==> config.mk <==
export PLATFORM = sky130hd
export DESIGN_NAME = gray_ptr_rx
export DESIGN_NICKNAME = d
export VERILOG_FILES = /design/src/rtl/gray_ptr_rx.sv
export SDC_FILE = /design/constraint.sdc
export NUM_CORES = 1
export LEC_CHECK = 0
export ABC_AREA = 0
export CAP_MARGIN = 20
export CORE_MARGIN = 2
export CORE_UTILIZATION = 45
export CTS_BUF_LIST = sky130_fd_sc_hd__clkbuf_4 sky130_fd_sc_hd__clkbuf_8 sky130_fd_sc_hd__clkbuf_16
export DETAILED_ROUTE_END_ITERATION = 12
export HOLD_SLACK_MARGIN = 0.12
export PLACE_DENSITY = 0.7
export SYNTH_ARGS = -nofsm -noshare
export SYNTH_HDL_FRONTEND = slang
export SYNTH_SLANG_ARGS = --single-unit
==> constraint.sdc <==
create_clock -name clk_i -period 6.2 [get_ports clk_i]
set_input_delay 1.55 -clock clk_i [delete_from_list [all_inputs] [get_ports clk_i]]
set_output_delay 1.55 -clock clk_i [all_outputs]
set_load 0.03 [all_outputs]
==> src/rtl/gray_ptr_rx.sv <==
// Receive side of a Gray-coded pointer crossing: synchronizes the remote pointer,
// decodes it to binary, reports the per-cycle advance and flags multi-bit Gray steps.
module gray_ptr_rx #(
    parameter int N           = 20,
    parameter int SYNC_STAGES = 2
) (
    input  logic         clk_i,
    input  logic         rst_i,
    input  logic [N-1:0] gray_i,
    input  logic         clr_err_i,
    output logic [N-1:0] bin_o,
    output logic         valid_o,
    output logic [N-1:0] delta_o,
    output logic         step_err_o,
    output logic [15:0]  err_cnt_o
);

    localparam int FILL_MAX_I = SYNC_STAGES + 1;
    localparam int CW         = $clog2(FILL_MAX_I + 1);
    localparam logic [CW-1:0] FILL_MAX = CW'(FILL_MAX_I);
    localparam logic [CW-1:0] FILL_PRE = CW'(SYNC_STAGES);

    logic [N-1:0]  sync_reg [SYNC_STAGES];
    logic [N-1:0]  g_s;
    logic [N-1:0]  g_p_reg;
    logic [N-1:0]  b_next;
    logic [N-1:0]  diff;
    logic          multi_bit;
    logic [N-1:0]  bin_reg;
    logic [N-1:0]  delta_reg;
    logic          step_err_reg;
    logic          valid_reg;
    logic [CW-1:0] fill_reg;
    logic [15:0]   err_cnt_reg;

    always_ff @(posedge clk_i) begin
        if (rst_i) begin
            for (int i = 0; i < SYNC_STAGES; i++) sync_reg[i] <= '0;
        end else begin
            sync_reg[0] <= gray_i;
            for (int i = 1; i < SYNC_STAGES; i++) sync_reg[i] <= sync_reg[i-1];
        end
    end

    assign g_s = sync_reg[SYNC_STAGES-1];

    // Each binary bit is the XOR of all Gray bits at or above it.
    genvar gi;
    generate
        for (gi = 0; gi < N; gi++) begin : g_decode
            assign b_next[gi] = ^g_s[N-1:gi];
        end
    endgenerate

    // More than one bit set <=> clearing the lowest set bit leaves something behind.
    assign diff      = g_s ^ g_p_reg;
    assign multi_bit = |(diff & (diff - N'(1)));

    always_ff @(posedge clk_i) begin
        if (rst_i) begin
            fill_reg <= '0;
            valid_reg <= 1'b0;
        end else begin
            if (fill_reg != FILL_MAX) fill_reg <= fill_reg + 1'b1;
            valid_reg <= (fill_reg >= FILL_PRE);
        end
    end

    // Delta and step check are gated by the already-raised valid so that both
    // operands of each compare are real post-reset samples.
    always_ff @(posedge clk_i) begin
        if (rst_i) begin
            g_p_reg      <= '0;
            bin_reg      <= '0;
            delta_reg    <= '0;
            step_err_reg <= 1'b0;
        end else begin
            g_p_reg      <= g_s;
            bin_reg      <= b_next;
            delta_reg    <= valid_reg ? (b_next - bin_reg) : '0;
            step_err_reg <= valid_reg & multi_bit;
        end
    end

    always_ff @(posedge clk_i) begin
        if (rst_i || clr_err_i) begin
            err_cnt_reg <= '0;
        end else if (step_err_reg && (err_cnt_reg != 16'hFFFF)) begin
            err_cnt_reg <= err_cnt_reg + 16'd1;
        end
    end

    assign bin_o      = bin_reg;
    assign valid_o    = valid_reg;
    assign delta_o    = delta_reg;
    assign step_err_o = step_err_reg;
    assign err_cnt_o  = err_cnt_reg;

endmodule

* Word level (Yosys, flattened, before mapping)
Memories as Yosys holds them, arrays and structs flattened.
Cells that the tools add are included.
** Word-level totals
- Logic and storage cells :: 49
- Bits in writable memories :: 40
- Memories :: 1
- Bits in read-only memories :: 0
- Latch bits :: 0
- Output and inout bits :: 58
- Bits in registers :: 80
- Input bits :: 23
** Cells by class
- Bitwise logic cells :: 6
- Divide/modulo/power cells :: 0
- Reduce and logical (&&, ||, !) cells :: 23
- Magnitude comparators :: 1
- Multipliers :: 0
- Shift operators :: 0
- Add/subtract/negate cells :: 4
- Multiplexer cells :: 5
- Equality and inequality tests :: 2
** Memory list
- sync_reg :: depth 2, bits a word 20, read ports 2, clocked after Yosys merged registers in 0, wr ports 2, RTL line 23 : logic [N-1:0] sync_reg [SYNC_STAGES];
** Operators with widths (count)
- 20-bit 2-to-1 mux :: 2
- 20-bit AND :: 1
- 20-bit OR reduction :: 1
- 20-bit XOR reduction :: 1
- 20-bit by 1-bit subtractor with 20-bit output, second input constant :: 1
- 20-bit subtractor :: 1
- 20-bit XOR :: 1
- 19-bit XOR reduction :: 1
- 18-bit XOR reduction :: 1
- 17-bit XOR reduction :: 1
- 16-bit by 1-bit adder with 16-bit output, second input constant :: 1
- 16-bit inequality test, second input constant :: 1
- 16-bit XOR reduction :: 1
- 15-bit XOR reduction :: 1
- 14-bit XOR reduction :: 1
- 13-bit XOR reduction :: 1
- 12-bit XOR reduction :: 1
- 11-bit XOR reduction :: 1
- 10-bit XOR reduction :: 1
- 9-bit XOR reduction :: 1
- 8-bit XOR reduction :: 1
- 7-bit XOR reduction :: 1
- 6-bit XOR reduction :: 1
- 5-bit XOR reduction :: 1
- other kinds (13) :: 16

* Depth between registers and ports, before layout
Gate-level depths: netlist (run 1).
- Word-level depth :: 5
- Mapped depth :: 19
- Depth with buffers taken out :: 18

* Worst setup path before layout (run 1)
Ideal clock, no wire load.
- Path kind :: flip-flop to flip-flop
- Start :: mem sync_reg[1][19], in the netlist sync_reg[0][39]
- End :: reg delta_reg[18], in the netlist delta_o[18]
- Data arrival time :: 4.423 ns
- Cell stages (with the launch flop) :: 19
- Setup slack :: 1.650 ns
- Required time :: 6.072 ns
- Setup time :: 0.128 ns
- Buffers on the path :: 0
- Cell sequence :: dfxtp_1 > xnor3_2 > xnor3_2 > xnor2_4 > xnor2_4 > xnor2_4 > xnor2_2 > xor2_1 > ha_1 > inv_1 > fa_1 > a21o_1 > a21o_1 > a21oi_1 > o21ai_1 > o221a_2 > a311oi_1 > xor2_1 > nor2_1
** RTL lines
- start: declaration :: RTL line 23
- end signal: assignment :: RTL line 80 : delta_reg <= valid_reg ? (b_next - bin_reg) : '0;
- end: declaration :: RTL line 30 : logic [N-1:0] delta_reg;

==> results of run 1 <==
[cells in the mapped netlist, drive strengths merged, types with 12 or more instances]
library cell and n:
clkbuf 15, xor2 38, nor2 59, nand2 16, xnor2 34, nand3 14
nor2b 76, dfxtp 119, inv 35, nor3 12, o21ai 18, a21oi 16
ha 22
[metal layers]
metal	wire length [um]	vias up	track usage [%]
li1	-	1970	-
met1	4534	1693	20.40
met2	4279	89	25.16
met3	459	14	4.954
met4	148	0	5.761
met5	0	-	0
[cell type report]
| type | count | area (um2) |
|---|---|---|
| fill | 1032 | 4686 |
| clock buffer | 17 | 425.4 |
| timing repair buffer | 82 | 808.3 |
| multi-input combinational | 376 | 2624 |
| sequential | 119 | 2382 |
| tap | 143 | 178.9 |
| clock inverter | 15 | 133.9 |
| inverter | 35 | 131.4 |
[power groups by stage]
stage               sequential [mW]  clock (mW)  combinational, mW
floorplan                     0.989           0              0.690
global placement              0.890           0               1.02
detailed placement            0.893           0               1.04
CTS                           0.877       0.934               1.05
global route                  0.884       0.971               1.16
finish                        0.875       0.917               1.05
[worst max-delay path by stage]
stage / startpoint / to / slack (ns) / depth (start not counted)
2_1_floorplan: sync_reg[0][39]$_SDFF_PP0_ / delta_o[18]$_SDFF_PP0_ / 1.65 / 18
3_3_place_gp: sync_reg[0][39]$_SDFF_PP0_ / delta_o[18]$_SDFF_PP0_ / 1.41 / 18
3_5_place_dp: sync_reg[0][39]$_SDFF_PP0_ / delta_o[18]$_SDFF_PP0_ / 1.17 / 18
4_1_cts: sync_reg[0][39]$_SDFF_PP0_ / delta_o[18]$_SDFF_PP0_ / 1.12 / 18
5_1_grt: sync_reg[0][39]$_SDFF_PP0_ / delta_o[18]$_SDFF_PP0_ / 0.84 / 18
6_report: sync_reg[0][39]$_SDFF_PP0_ / delta_o[18]$_SDFF_PP0_ / 1.16 / 18
[logic make-up after synthesis]
kind of cell               Yosys count
DFF                                119
and+or+nand+nor                    210
muxes                                2
xor gates and xnor gates            75
AOI/OAI and AO/OA                   65
buffers and inverters               52
adders and majority gates           24
==> run summary, run 1 <==
The run finished with clean final reports. The floorplan die width works out to 111.6 um. After floorplanning, the core was sized to cover 11370 um2. Buffers plus inverters on the worst setup path: 1. In this run, synthesis inferred 0 flip-flops with an integrated enable. The height of the die works out to 111.6 um. The average instance in the mapped netlist occupies 9.516 um2.

The type of the worst setup path was reg -> reg. The worst hold path terminates at sync_reg[0][28]$_SDFF_PP0_. The post-route minimum period is 5.038 ns.

The later-pin clock latency in the skew report was 0.41 ns. The count of endpoints failing setup in the final report was 0. The cell count after synthesis came out at 547. The root cell of the clock tree is sky130_fd_sc_hd__clkbuf_16.

Headroom to the max-slew limit came out at 41.39%. Counting stages on the worst path, the most repeated cell is sky130_fd_sc_hd__xnor2_4. After legalization and detailed placement, the total HPWL measured 6886 um. In the layout the commonest cells are sky130_fd_sc_hd__dfxtp_1, sky130_fd_sc_hd__clkdlybuf4s50_1, sky130_fd_sc_hd__nor2b_1.

The tools report the area of the die as 12440 um2. On the critical path the largest part of the delay comes from XOR/XNOR gates. The startpoint identified for the worst hold timing path is sync_reg[0][8]$_SDFF_PP0_. Maximum root-to-sink buffer count: 2. The placed cell area was 6120 um2. The smallest setup slack after layout was 1.162 ns. Static timing analysis puts the maximum clock frequency at 198.5 MHz. In this run, flip-flops and latches consume 30.8% of the power. For this configuration, the core starts out at a cell density of 45.78%.

The transition time at the pin with the least slew margin was 0.8791 ns; the depth of the worst register-to-register path was 18. Dividing the final minimum period by the clock period gives 81.26%. Critical register-to-register path startpoint: sync_reg[0][39]$_SDFF_PP0_.

The logs give 593 for the post-synthesis net count and 0 for the total grt overflow. Number of slew-limit violations in the final report: 0. STA classifies the critical path startpoint as a register. The worst register-to-register path ends at delta_o[18]$_SDFF_PP0_. The tools report the number of global-route vias before repair as 3469. The dominant combinational cell family by area after synthesis was simple AND/OR/NAND/NOR gates. Once layout is complete, the cells apart from fillers number 787. The maximum fanout count along the critical path was 5. The share of the synthesized area in compound gates (AO/OA/AOI/OAI) was 7.933%. sky130_fd_sc_hd__dfxtp_1 takes more of the synthesized area than any other cell. STA puts the critical path data required time at 6.46 ns. Of the total synthesized cell area, the portion taken by AND, OR, NAND and NOR gates is 21.25%. The post-synthesis adder-cell area fraction came out at 5.865%. 81 I/O pins were placed.

STA classifies the critical path endpoint as a register. The register with the most flip-flops in the layout has 40 of them. In the final routed layout, each cell accounts on average for 11.97 um. Counting flops and latches in the post-synthesis netlist gives 119.

The detail route stage leaves a number of antenna-violating nets equal to 0. For the post-layout instance area, the log shows 6684 um2. Clock-pin slew was measured on the worst setup and hold paths at 0.06 ns. The commonest non-fill, non-tap cell in the layout is sky130_fd_sc_hd__dfxtp_1. The area growth from synthesis to layout is 28.41%. In this run, the combinational gates consume 36.9% of the power. Among all flip-flop cells after synthesis, the most frequent one is sky130_fd_sc_hd__dfxtp_1.

The number of remaining DRC errors is 0, and the post-place setup slack is 1.170 ns. The H-tree generated during clock tree synthesis spans 4 levels. The post-route netlist has 7.453% of its cells at a drive strength greater than 1. The run gives 2.713 nW as the reported leakage power. Cell internal power was estimated by the tool at 1.832 mW. The number of antenna violations at the first check in global routing is 0, and the number of DRC markers after the initial detailed-route iteration is 192. The share of synthesized registers carrying an async set or reset was 0%. The sequential element share of the synthesized area came out at 45.77%. The tool flagged a number of max-cap violations equal to 0.

Traced cell by cell, the critical path runs through xnor3_2, xnor3_2, xnor2_4, xnor2_4, xnor2_4, xnor2_2, xor2_1, ha_1, inv_1, fa_1, a21o_1, a21o_1, a21oi_1, o21ai_1, o221a_2, a311oi_1, xor2_1, nor2_1. Wires add up to 9423 um. Setup repair after global routing left no endpoint under its margin.

The switching fraction of total power was 35.48%; the number of buffers added by the clock tree synthesis step was 17. The final hold slack is 0.4308 ns, and the quantity of I/O buffers inserted on ports is 80. The tools report the total global-route track usage as 15.83%. Global-route wire length before repair: 16010 um. Row generation in the floorplan step produced 39 rows.

The largest individual stage delay along the critical path comes from the cell sky130_fd_sc_hd__xnor3_2. In this run the power spent charging and discharging nets is 1.008 mW. TritonCTS built the clock tree.

Maximum number of pins on one net before global-route repair: 86. Power spread over the standard cell area amounts to 424.9 nW/um2. At the end of the flow the core is filled with cells to 58.79%. For the worst vdd rail ir drop, the log shows 0.1958 mV.

Of the post-synthesis cell area, the part taken by muxes is 0.3846%. The tools report the final-report hold violation count as 0. Arrival time at the worst endpoint: 5.30 ns.

Between clock sinks in the finished design, the worst skew comes to 0.006335 ns. For this run, the slowest stage of the critical path takes 0.51 ns. The repair_antennas step left the layout with diodes totalling 0. The completed layout was analyzed and its total power is 2.840 mW. The number of warnings reported in the yosys synthesis log was 0. The clock network is responsible for 32.3% of the overall power.

The count of different cell masters after synthesis was 54; the count of clock tree sinks was 119. The total instance count after detailed placement is 754, and the final weighted congestion of routability-driven global placement is 0.8189. Across all layers, the routed design uses 3766 vias. Gates resized during post-CTS repair numbered 0.

The number of post-CTS setup repair buffers is 0, and the cell depth of the worst hold path is 1. The net total in the final layout came out at 677. Using the TritonRoute via totals, the vias-per-cell ratio works out to 4.785. Yosys attributes the largest share of cell area to sky130_fd_sc_hd__dfxtp_1, sky130_fd_sc_hd__nor2b_1, sky130_fd_sc_hd__xor2_1. In this run the cell area of the synthesized design comes to 5205 um2. The path category of the worst min-delay check was reg -> reg.

Of the total synthesized cell area, the portion taken by XOR and XNOR cells is 14.98%. After routing, the total negative slack on setup checks comes to 0 ns. The length of the first detailed-routing pass in iterations is 4, and the share of the synthesized area in the top cell type is 45.77%. The reg2reg setup slack was 1.16 ns. Buffers inserted to repair hold after CTS numbered 0.
No activity file was read; power rests on OpenSTA's default activity.
==> run 2: changes to the inputs <==
Settings changed: PLACE_DENSITY 0.7 to 0.72.
Clock period 6.2 ns to 4.1 ns, I/O delays scaled along.
==> run summary, run 2 (synthesis gave the netlist of run 1 again) <==
STA classifies the critical path startpoint as a register. The initial core utilization is 45.78% (unchanged), and the total number of placement rows is 39 (unchanged). Setup repair after global routing could not meet its margin everywhere. The worst vdd rail ir drop is 0.3180 mV (+62%), and the length of the first detailed-routing pass in iterations is 4 (unchanged).

The final-report hold violation count was 0 (unchanged). The logs give 119 (unchanged) for the count of clock tree sinks and 0 (unchanged) for the number of slew-limit violations in the final report. The maximum fanout count along the critical path was 3 (-2). Among cell families on the critical path, the largest total delay comes from XOR/XNOR gates. The area of the die was 12440 um2 (unchanged). TritonCTS built the clock tree.

The met3 layer wire length in the routed design was 464 um (+1.1%); the quantity of I/O buffers inserted on ports was 80 (unchanged). The run gives 699 (+3.2%) as the net total in the final layout. Leaving out fill and tap cells, the most frequent cells in the layout are sky130_fd_sc_hd__dfxtp_1, sky130_fd_sc_hd__clkdlybuf4s50_1, sky130_fd_sc_hd__nor2b_1. The placed cell area is 6252 um2 (+2.2%), and the count of endpoints failing setup in the final report is 0 (unchanged). Count of H-tree levels built during CTS: 4 (unchanged). The maximum cell stage delay along the critical path is 0.42 ns (-0.09 ns), and the number of antenna violations at the first check in global routing is 0 (unchanged).

Detailed-placement wirelength estimate: 7156 um (+3.9%). The routed wire length was 10280 um (+9.1%); the number of DRC markers after the initial detailed-route iteration was 184 (-4.2%). Post-route minimum period: 4.073 ns (-0.9654 ns).

The critical path is of the reg -> reg type. The number of global-route vias before repair came out at 3653 (+5.3%). Normalized max-slew margin: 44.90% (+3.5 points). The run gives 2693 um2 (+2.6%) as the area of combinational cells with multiple inputs. The run gives 0 ns (unchanged) as the accumulated negative setup slack. The area growth from synthesis to layout is 34.01%.

The worst setup skew after layout was 0.01220 ns (+0.005868 ns); the total design power was 4.682 mW (+65%). The maximum root-to-sink buffer count came out at 2 (unchanged). Traced cell by cell, the critical path runs through xnor3_2, xnor3_2, xnor2_4, xnor2_4, xnor2_4, xnor2_2, xor2_2, ha_2, inv_2, fa_2, a21o_1, a21o_1, a21oi_2, o21ai_2, o221a_4, a311oi_2, xor2_1, nor2_1.

The run gives 16890 um (+5.5%) as the global-route wire length before repair. The tools report the number of buffers added by the clock tree synthesis step as 17 (unchanged). The register clock-pin slew on the reported worst setup and hold paths is 0.06 ns (about the same). The flip-flop count of the largest register after layout was 40 (unchanged); the post-layout instance area was 6975 um2 (+4.4%). The number of remaining DRC errors was 0 (unchanged); the height of the die was 111.6 um (unchanged).

The arrival time at the worst endpoint was 4.34 ns (-0.96 ns); the placeable core area was 11370 um2 (unchanged). The path category of the worst min-delay check is reg -> reg. The run gives 0 (unchanged) as the max-capacitance violation count. The tools report the reported leakage power as 2.859 nW (+5.4%).

The buffers plus inverters on the worst setup path was 1 (unchanged). The total of fill cells in the finished design was 969 (-6.1%). The wire length per cell after detailed routing works out to 12.70 um (+6.1%). The tools report the via count of the routed design as 3941 (+4.6%).

CTS placed an instance of sky130_fd_sc_hd__clkbuf_16 at the clock tree root. The maximum clock rate was 245.5 MHz (+24%). The power density over cell area works out to 671.2 nW/um2 (+58%). The library cell contributing the largest single delay on the critical path is sky130_fd_sc_hd__xnor3_2. The maximum number of pins on one net before global-route repair came out at 84 (-2.3%). The end-of-flow core utilization is 61.35% (+2.6 points), and the transition time at the pin with the least slew margin is 0.8265 ns (-0.05266 ns). Layout cell share with drive strength beyond 1: 12.46% (+5.0 points). The library cell used most frequently in the layout, excluding fill and tap cells, is sky130_fd_sc_hd__dfxtp_1. The tools report the combined flip-flop and latch cell area as 2385 um2 (+0.11%). The floorplan die width was 111.6 um (unchanged). The met1 wire length was 4789 um (+5.6%); the met2 layer wire length in the routed design was 4830 um (+13%). The final weighted congestion of routability-driven global placement is 0.8294 (+1.3%). The detailed router used layers up to and including met4. The run gives 81 (unchanged) as the I/O pin total. For the remaining number of nets flagged by the antenna check after routing, the log shows 0 (unchanged). The total global-route track usage came out at 16.71% (+0.88 points).

By instance count, the cell type seen most on the critical path is sky130_fd_sc_hd__xnor2_4. The number of inserted diodes is 0 (unchanged), and the post-route clock period utilization is 99.33% (+18 points). The required time at the worst-slack endpoint is 4.37 ns (-2.09 ns), and the average vias per placed instance is 4.871 (+1.8%).

The later-pin clock latency in the skew report is 0.42 ns (about the same), and the total grt overflow is 0 (unchanged). STA classifies the critical path endpoint as a register. The run finished with clean final reports.
[run 2: path summary, 6_finish.rpt]
path,startpoint,end,slack (ns),cells after the start
worst max-delay path,sync_reg[0][38]$_SDFF_PP0_,delta_o[18]$_SDFF_PP0_,0.03,18
worst min-delay path,sync_reg[0][6]$_SDFF_PP0_,sync_reg[0][26]$_SDFF_PP0_,0.43,1
worst min register to register,sync_reg[0][6]$_SDFF_PP0_,sync_reg[0][26]$_SDFF_PP0_,0.43,1
worst max register to register,sync_reg[0][38]$_SDFF_PP0_,delta_o[18]$_SDFF_PP0_,0.03,18
[run 2: layout make-up]
cell class / count / area share, %
Timing Repair Buffer: 104 / 13.96
Clock buffer: 17 / 6.099
Sequential cell: 119 / 34.19
Clock inverter: 15 / 2.709
Tap cell: 143 / 2.565
Inverter: 35 / 1.883
Multi-Input combinational cell: 376 / 38.60
[run 2: per-layer routing]
layer	vias to the layer above	track usage, %
met2	100	26.67
met4	0	7.984
met1	1814	21.22
met5	-	0
li1	2011	-
met3	16	4.300
[run 2: stage by stage]
| stage | hold WS, ns | instances | worst slack (ns) |
|---|---|---|---|
| 2_1_floorplan | 0.4137 | 547 | -0.03562 |
| 3_3_place_gp | 0.4190 | 768 | 0.05649 |
| 3_5_place_dp | 0.4204 | 768 | -0.1134 |
| 4_1_cts | 0.4337 | 804 | -0.05978 |
| 5_1_grt | 0.4464 | 809 | -0.2073 |
| 6_report | 0.4271 | 809 | 0.02729 |
[run 2: power breakdown]
part / switching, mW / internal [mW]
logic: 0.973 / 0.854
registers: 0.0549 / 1.27
clock network: 0.565 / 0.969
total: 1.59 / 3.09
[run 2: what timing repair did]
item,4_1_cts,5_1_grt
endpoints found under the setup margin,2,8
buffers inserted,4,4
pin swaps,8,2
gates resized for setup,3,7
hold buffers,0,0
==> run 3: changes to the inputs <==
Settings changed: CORE_UTILIZATION 45 to 54, PLACE_DENSITY 0.72 to 0.81.
Clock period 4.1 ns to 4 ns, I/O delays scaled along.
==> run summary, run 3 (synthesis gave the netlist of run 1 again) <==
The layout overhead on the synthesized area works out to 37.33%. The root cell of the clock tree is sky130_fd_sc_hd__clkbuf_8. The path category of the worst min-delay check is reg -> reg.

The maximum root-to-sink buffer count was 2 (unchanged). The total design power was 5.188 mW (+11%); the flip-flop count of the largest register after layout was 40 (unchanged). The depth of the worst register-to-register path works out to 18 (unchanged).

For this design, the slowest cell found on the critical path is sky130_fd_sc_hd__xnor3_2. The count of H-tree levels built during CTS was 4 (unchanged); the post-route clock period utilization was 104.9% (+5.6 points). The register clock-pin slew on the reported worst setup and hold paths is 0.06 ns (about the same), and the cell depth of the worst hold path is 1 (unchanged). The critical path is of the reg -> reg type. The height of the die is 102.2 um (-8.4%), and the layout cell share with drive strength beyond 1 is 15.15% (+2.7 points).

The tools report the number of DRC markers after the initial detailed-route iteration as 189 (+2.7%). The detailed-placement wirelength estimate came out at 7165 um (+0.12%). The number of remaining DRC errors was 0 (unchanged); the smallest setup slack after layout was -0.1970 ns (-0.2243 ns). The logs give 10440 um2 (-16%) for the area of the die and 4.36 ns (about the same) for the required time at the worst-slack endpoint. The maximum cell stage delay along the critical path was 0.44 ns (+0.02 ns); the max-capacitance violation count was 0 (unchanged). The normalized max-slew margin was 38.24% (-6.7 points); the placeable core area was 9284 um2 (-18%). The post-route minimum period is 4.197 ns (+0.1243 ns), and the floorplan die width is 102.2 um (-8.4%). The top cell types in the final layout, fill and taps aside, are sky130_fd_sc_hd__dfxtp_1, sky130_fd_sc_hd__clkdlybuf4s50_1, sky130_fd_sc_hd__nor2b_1. The via count of the routed design is 4194 (+6.4%), and the later-pin clock latency in the skew report is 0.52 ns (+0.10 ns). Setup repair after global routing could not meet its margin everywhere. The run gives 0 (unchanged) as the number of slew-limit violations in the final report. The critical path startpoint category was a register. For the net total in the final layout, the log shows 713 (+2.0%). The wire length per cell after detailed routing was 14.97 um (+18%); the cts-stage hold buffer count was 0 (unchanged). The power density over cell area came out at 725.8 nW/um2 (+8.1%). The worst vdd rail ir drop is 0.3512 mV (+10%). The met3 track utilization from global routing was 5.951% (+1.7 points). The run gives 0 (unchanged) as the number of antenna violations at the first check in global routing. The initial core utilization is 56.06% (+10 points). For the final hold slack, the log shows 0.4370 ns (+0.009850 ns). The number of buffers added by the clock tree synthesis step was 17 (unchanged).

For the routed wire length, the log shows 12110 um (+18%). The run gives 18240 um (+8.0%) as the global-route wire length before repair. The final reports fail on setup timing.

The met2 capacity usage during global routing was 40.59% (+14 points). TritonCTS built the clock tree. The most numerous cell type found on the critical path is sky130_fd_sc_hd__xnor2_4. The fraction of met1 tracks used by global routing was 25.51% (+4.3 points). met2 is the most crowded layer. The quantity of I/O buffers inserted on ports was 80 (unchanged); the worst setup skew after layout was 0.007280 ns (-0.004923 ns). Traced cell by cell, the critical path runs through xnor3_2, xnor3_2, xnor2_4, xnor2_4, xnor2_4, xnor2_2, xor2_2, ha_2, inv_2, fa_2, a21o_1, a21o_1, a21oi_2, o21ai_2, o221a_4, a311oi_2, xor2_1, nor2_1. The category of the worst setup path capture point is a register.

The run gives 0.8246 (-0.58%) as the final weighted congestion of routability-driven global placement. The average vias per placed instance was 5.184 (+6.4%). The count of clock tree sinks came out at 119 (unchanged).

The critical register-to-register path endpoint is delta_o[18]$_SDFF_PP0_. The combined flip-flop and latch cell area was 2389 um2 (+0.16%); the maximum fanout count along the critical path was 3 (unchanged). The logs give 0 (unchanged) for the final-report hold violation count and 0 (unchanged) for the remaining number of nets flagged by the antenna check after routing. The tools report the number of inserted diodes as 0 (unchanged).

The critical register-to-register path startpoint is sync_reg[0][38]$_SDFF_PP0_. Total grt overflow: 0 (unchanged). The reported leakage power was 2.956 nW (+3.4%). The run gives 3 (+3) as the count of endpoints failing setup in the final report.

Maximum number of pins on one net before global-route repair: 84 (unchanged). The flow ran to the end, but the final reports show violations. The maximum clock rate was 238.3 MHz (-3.0%). The total of fill cells in the finished design is 595 (-39%), and the total global-route track usage is 22.63% (+5.9 points). The length of the first detailed-routing pass in iterations is 5 (+1).

The logs give -0.09109 ns (+0.02229 ns) for the post-place setup slack and -0.20 ns (-0.22 ns) for the reg2reg setup slack. The tools report the total number of placement rows as 35 (-10%). The start point of the worst hold path was sync_reg[0][15]$_SDFF_PP0_. Area of combinational cells with multiple inputs: 2726 um2 (+1.3%). Number of global-route vias before repair: 3931 (+7.6%). The worst hold path terminates at sync_reg[0][35]$_SDFF_PP0_.

The transition time at the pin with the least slew margin is 0.9264 ns (+0.09996 ns). Commonest non-fill, non-tap cell in the layout: sky130_fd_sc_hd__dfxtp_1. The arrival time at the worst endpoint came out at 4.56 ns (+0.22 ns). The I/O pin total was 81 (unchanged).
[run 3: timing repair]
| item | CTS | global route |
|---|---|---|
| setup endpoints to repair | 2 | 10 |
| gates cloned | 0 | 0 |
| pin swaps | 9 | 14 |
| resized for setup | 4 | 17 |
| setup buffers | 8 | 9 |
[run 3: layer usage]
layer | up-vias | wire length, um
li1 | 2032 | -
met1 | 1968 | 4850
met2 | 172 | 6361
met3 | 22 | 712
met4 | 0 | 185
met5 | - | 0
[run 3: where the power goes]
part           total, mW  internal [mW]  switching (mW)
logic               2.15           1.03            1.12
registers           1.36           1.30          0.0653
clock network       1.68           1.13           0.548
[run 3: worst max-delay path by stage]
stage          slack (ns)                       start                endpoint  cells after the start
3_3_place_gp         0.01  sync_reg[0][38]$_SDFF_PP0_  delta_o[18]$_SDFF_PP0_                     18
4_1_cts             -0.10  sync_reg[0][38]$_SDFF_PP0_  delta_o[18]$_SDFF_PP0_                     18
3_5_place_dp        -0.09  sync_reg[0][37]$_SDFF_PP0_  delta_o[18]$_SDFF_PP0_                     18
2_1_floorplan       -0.13  sync_reg[0][38]$_SDFF_PP0_  delta_o[18]$_SDFF_PP0_                     18
6_report            -0.20  sync_reg[0][38]$_SDFF_PP0_  delta_o[18]$_SDFF_PP0_                     18
5_1_grt             -0.28  sync_reg[0][34]$_SDFF_PP0_  delta_o[18]$_SDFF_PP0_                     18
[run 3: layout make-up]
type	instances	share of cell area (%)
multi-input cells	376	38.14
flip-flops and latches	119	33.41
repair buffers	118	15.14
clock buffers	21	6.476
clock inverters	11	2.731
well taps	129	2.258
inverters	35	1.838
[run 3: worst max-delay path: cells and delay by family (launching register included)]
family,cells,cell delay [ns]
xor gates and xnor gates,8,1.88
AOI/OAI and AO/OA,6,1.16
adders and majority gates,2,0.57
DFF,1,0.32
and+or+nand+nor,1,0.06
buffers and inverters,1,0.04
[run 3: through the flow]
stage | cell area, um2 | setup TNS, ns | util (%) | std cells
after floorplan | 5233 | -0.1639 | - | 547
after global placement | 6272 | 0 | 67.56 | 759
after detailed placement | 6272 | -0.09376 | 67.56 | 759
after CTS | 7012 | -0.1510 | 75.53 | 799
after global routing | 7148 | -1.016 | 76.99 | 809
final | 7148 | -0.4417 | 76.99 | 809
